### src/rtl/universal_shift_register.sv
`default_nettype none
// ============================================================================
//  Module   : universal_shift_register
//  Brief    : DEPTH x WIDTH multi-lane shift register with hold, shift
//             right/left, rotate right/left and parallel load. A modulo-DEPTH
//             operation counter emits a one-cycle frame_done pulse each time
//             it wraps.
//  Revision : 1.0  initial release
// ============================================================================
module universal_shift_register #(
    parameter int WIDTH = 1,
    parameter int DEPTH = 8,
    localparam int CW   = $clog2(DEPTH)
) (
    input  logic                   clk,
    input  logic                   reset,
    input  logic                   enable,
    input  logic [2:0]             mode,
    input  logic [WIDTH-1:0]       serial_in,
    input  logic [DEPTH*WIDTH-1:0] parallel_in,
    output logic [DEPTH*WIDTH-1:0] out,
    output logic [WIDTH-1:0]       serial_out_right,
    output logic [WIDTH-1:0]       serial_out_left,
    output logic [CW-1:0]          count,
    output logic                   frame_done
);

    // Mode encodings; 6 and 7 are reserved and fall through to hold.
    localparam logic [2:0] c_HOLD = 3'd0;
    localparam logic [2:0] c_SHR  = 3'd1;
    localparam logic [2:0] c_SHL  = 3'd2;
    localparam logic [2:0] c_ROR  = 3'd3;
    localparam logic [2:0] c_ROL  = 3'd4;
    localparam logic [2:0] c_LOAD = 3'd5;

    localparam logic [CW-1:0] c_CNT_LAST = CW'(DEPTH - 1);

    // Element i lives at [i], so the packed array maps 1:1 onto out.
    logic [DEPTH-1:0][WIDTH-1:0] elem_q;
    logic [DEPTH-1:0][WIDTH-1:0] elem_d;
    logic [CW-1:0]               count_q;
    logic [CW-1:0]               count_d;
    logic                        frame_q;
    logic                        frame_d;
    logic                        w_is_shift;

    // Next-state: data movement per mode, then counter advance on shift/rotate.
    always_comb begin
        elem_d     = elem_q;
        count_d    = count_q;
        frame_d    = 1'b0;
        w_is_shift = 1'b0;

        if (enable) begin
            case (mode)
                c_HOLD: ;
                c_SHR: begin
                    elem_d     = {serial_in, elem_q[DEPTH-1:1]};
                    w_is_shift = 1'b1;
                end
                c_SHL: begin
                    elem_d     = {elem_q[DEPTH-2:0], serial_in};
                    w_is_shift = 1'b1;
                end
                c_ROR: begin
                    elem_d     = {elem_q[0], elem_q[DEPTH-1:1]};
                    w_is_shift = 1'b1;
                end
                c_ROL: begin
                    elem_d     = {elem_q[DEPTH-2:0], elem_q[DEPTH-1]};
                    w_is_shift = 1'b1;
                end
                c_LOAD: begin
                    // A load wins over a pending wrap: no pulse, count restarts.
                    elem_d  = parallel_in;
                    count_d = '0;
                end
                default: ;
            endcase

            if (w_is_shift) begin
                if (count_q == c_CNT_LAST) begin
                    count_d = '0;
                    frame_d = 1'b1;
                end else begin
                    count_d = count_q + CW'(1);
                end
            end
        end
    end

    // State register with synchronous reset taking priority over everything.
    always_ff @(posedge clk) begin
        if (reset) begin
            elem_q  <= '0;
            count_q <= '0;
            frame_q <= 1'b0;
        end else begin
            elem_q  <= elem_d;
            count_q <= count_d;
            frame_q <= frame_d;
        end
    end

    assign out              = elem_q;
    assign serial_out_right = elem_q[0];
    assign serial_out_left  = elem_q[DEPTH-1];
    assign count            = count_q;
    assign frame_done       = frame_q;

endmodule
`default_nettype wire

### config.mk
export PLATFORM = sky130hd
export DESIGN_NAME = universal_shift_register
export DESIGN_NICKNAME = d
export VERILOG_FILES = /design/src/rtl/universal_shift_register.sv
export SDC_FILE = /design/constraint.sdc
export NUM_CORES = 1
export LEC_CHECK = 0
export CAP_MARGIN = 40
export CORE_AREA = 2 2 39 41
export DETAILED_ROUTE_END_ITERATION = 7
export DIE_AREA = 0 0 41 43
export DONT_BUFFER_PORTS = 1
export MAX_ROUTING_LAYER = met4
export PLACE_DENSITY = 0.71
export REMOVE_ABC_BUFFERS = 1
export SETUP_SLACK_MARGIN = 0.05
export SYNTH_ARGS = -nofsm -noshare
export SYNTH_HDL_FRONTEND = slang
export SYNTH_SLANG_ARGS = --single-unit
export TNS_END_PERCENT = 1
### constraint.sdc
create_clock -name clk -period 3.16 [get_ports clk]
set_input_delay 0.632 -clock clk [delete_from_list [all_inputs] [get_ports clk]]
set_output_delay 0.632 -clock clk [all_outputs]
set_load 0.005 [all_outputs]
==> results.json <==
{
  "post-place-cells": 92,
  "grt_remaining_overflow": 0,
  "slew_headroom": 0.716,
  "placed_cell_area_um2": 718,
  "regToRegStartpoint": "serial_out_left",
  "layoutNonFillerInstCount": 96,
  "power_density_nw_per_um2": 466,
  "outcome": "finished, final reports clean",
  "synth.largest_area_cell": "dfxtp_1",
  "cts_inserted_buffers": 3,
  "drt-total-wl_um": 1570,
  "finalSetupTns_ns": 0,
  "routed_via_density": 6.34,
  "holdBufCountCts": 0,
  "regArea_um2": 240,
  "synth_ff_type": "dfxtp_1",
  "min_path_type": "primary input to flip-flop",
  "drc_errors": 0,
  "drive_gt1_frac": 0.175,
  "whs_ns": 0.407,
  "cp_max_fo": 8,
  "synth-seq-cells": 12,
  "peakVddDrop_uv": 229,
  "start_util": 0.537,
  "diodes": 0,
  "grt.total_usage": 0.226,
  "fp.dieArea_um2": 1760,
  "yosys_warnings": 0,
  "drv_cap": 0,
  "min_from": "reset",
  "finalSetupViolCount": 0,
  "cts_setup_buffers": 0,
  "r2r_end": "serial_out_right",
  "cts_resized": 0,
  "dp_hpwl_um": 1170,
  "antenna_found_initial": 0,
  "tightest_slew_ns": 0.425,
  "coreArea_um2": 1380,
  "io_buffers": 0,
  "vias": 609,
  "async_flop_share": 0,
  "post_synth_num_cell_types": 30,
  "multi_input_area_um2": 439,
  "syn_avg_cell_area_um2": 9.06,
  "gp_congestion": 0.881,
  "rsz0062_at_grt": "no",
  "clkTransAtPathRegs_ns": 0.08,
  "clock_skew_ns": 0.00391,
  "p_leak_nw": 0.279,
  "finalPower_uw": 352,
  "crit_arrival_ns": 1.80,
  "core.rowCount": 14,
  "synthTopCellsByArea": "dfxtp_1, a311oi_1, ha_1",
  "cts_root_buf": "clkbuf_4",
  "hold_violations": 0,
  "clock_latency_ns": 0.28,
  "synth_common_cells": "dfxtp_1, nor2_1, nand2_1",
  "synth_top_cell_area_share": 0.323,
  "drtPass1Iterations": 4,
  "stdcell_area_um2": 754,
  "grt_max_degree": 17,
  "netlist_instances": 82,
  "drtIter0Drc": 12,
  "yosys.cell_count.top_type": "dfxtp_1",
  "maxSlewViolCount": 0,
  "io_pins": 29,
  "grt_pass1_wl_um": 2620,
  "synth-edff-count": 0,
  "rrSetupSlack_ns": 1.87,
  "finalNetCount": 100,
  "finalCritPeriodShare": 0.512,
  "min_period_ns": 1.62,
  "max_freq_mhz": 618,
  "syn-cell-area_um2": 743,
  "die_h_um": 43,
  "cts_tree": "yes",
  "cp-end-kind": "flip-flop",
  "clock_sinks": 12,
  "clock_path_buffers": 2,
  "seq_area_frac_synth": 0.323,
  "ant_nets": 0,
  "worstRegToRegCells": 4,
  "cp-endpoint": "out[2]",
  "crit_start": "mode[1]",
  "crit_type": "primary input to flip-flop",
  "wl_per_cell_um": 16.3,
  "dieWidth_um": 41,
  "start_kind": "primary input",
  "area_growth_pct": 1.52,
  "fill_cells": 118,
  "crit_required_ns": 3.35,
  "htreeDepth": 1,
  "grt_pass1_vias": 600
}
cell usage in the layout, fill, tap and decap left out:
master and count:
and2b_2 2, a32oi_1 1, o21a_2 1, o21ba_2 1
a21oi_1 3, nor2_1 10, inv_1 4, dfxtp_1 12
and2_1 1, nor3_4 1, o32ai_1 1, o21bai_1 1
a22o_2 1, nand2_1 8, inv_2 1, a21o_1 1
or2_2 1, a22oi_1 6, a311oi_1 7, mux2_2 1
a221oi_1 1, xnor2_1 1, xor2_1 1, ha_1 4
clkbuf_8 1, nor4_4 1, nor3b_1 1, clkbuf_4 3
a22o_1 3
critical path: stages:
cell and delay (ns):
inv_1 0.03, ha_1 0.41, nor4_4 0.33, a22oi_1 0.11, a311oi_1 0.29
stage by stage:
step / setup WS (ns) / util
finish: 1.54 / 0.545
floorplan: 1.42 / -
detailed placement: 1.25 / 0.519
global route: 1.44 / 0.545
CTS: 1.55 / 0.545
global placement: 1.30 / 0.519
metal layers:
layer	track usage	wire length, µm	vias up
li1	-	-	297
met1	0.271	643	280
met2	0.316	764	27
met3	0.0681	116	5
met4	0.147	43	0
met5	-	0	-
area by class of cell:
type,count,area share
clock buffer,4,0.0481
inverter,5,0.0249
multi-input combinational,59,0.582
sequential,12,0.318
tap,16,0.0265
flip-flops by register name (all words and copies together), names as in the netlist:
signal            count
out                   6
frame_done            1
serial_out_left       1
serial_out_right      1
count                 3
worst min path at each step:
stage / endpoint / slack, ns / cells after the start
after floorplan: out[2] / 0.49 / 2
after global placement: out[2] / 0.52 / 2
after detailed placement: out[5] / 0.52 / 2
after CTS: out[1] / 0.40 / 1
after global routing: out[5] / 0.40 / 1
final: out[1] / 0.41 / 1
cell families (layout without fill, tap and decap cells):
family	after synthesis	in the layout	synth area share
AOI/OAI and AO/OA	27	27	0.293
xor gates and xnor gates	2	2	0.0236
adders and majority gates	4	4	0.0673
buffers and inverters	11	9	0.0858
DFF	12	12	0.323
muxes	1	1	0.0152
and+or+nand+nor	25	25	0.192
power breakdown:
| group | leakage, nW | internal [mW] | switching [mW] |
|---|---|---|---|
| logic | 0.160 | 0.0248 | 0.0285 |
| registers | 0.0982 | 0.160 | 0.0124 |
| clock network | 0.0210 | 0.0702 | 0.0555 |
| total | 0.279 | 0.255 | 0.0963 |
(Power assumes the default switching activity.)
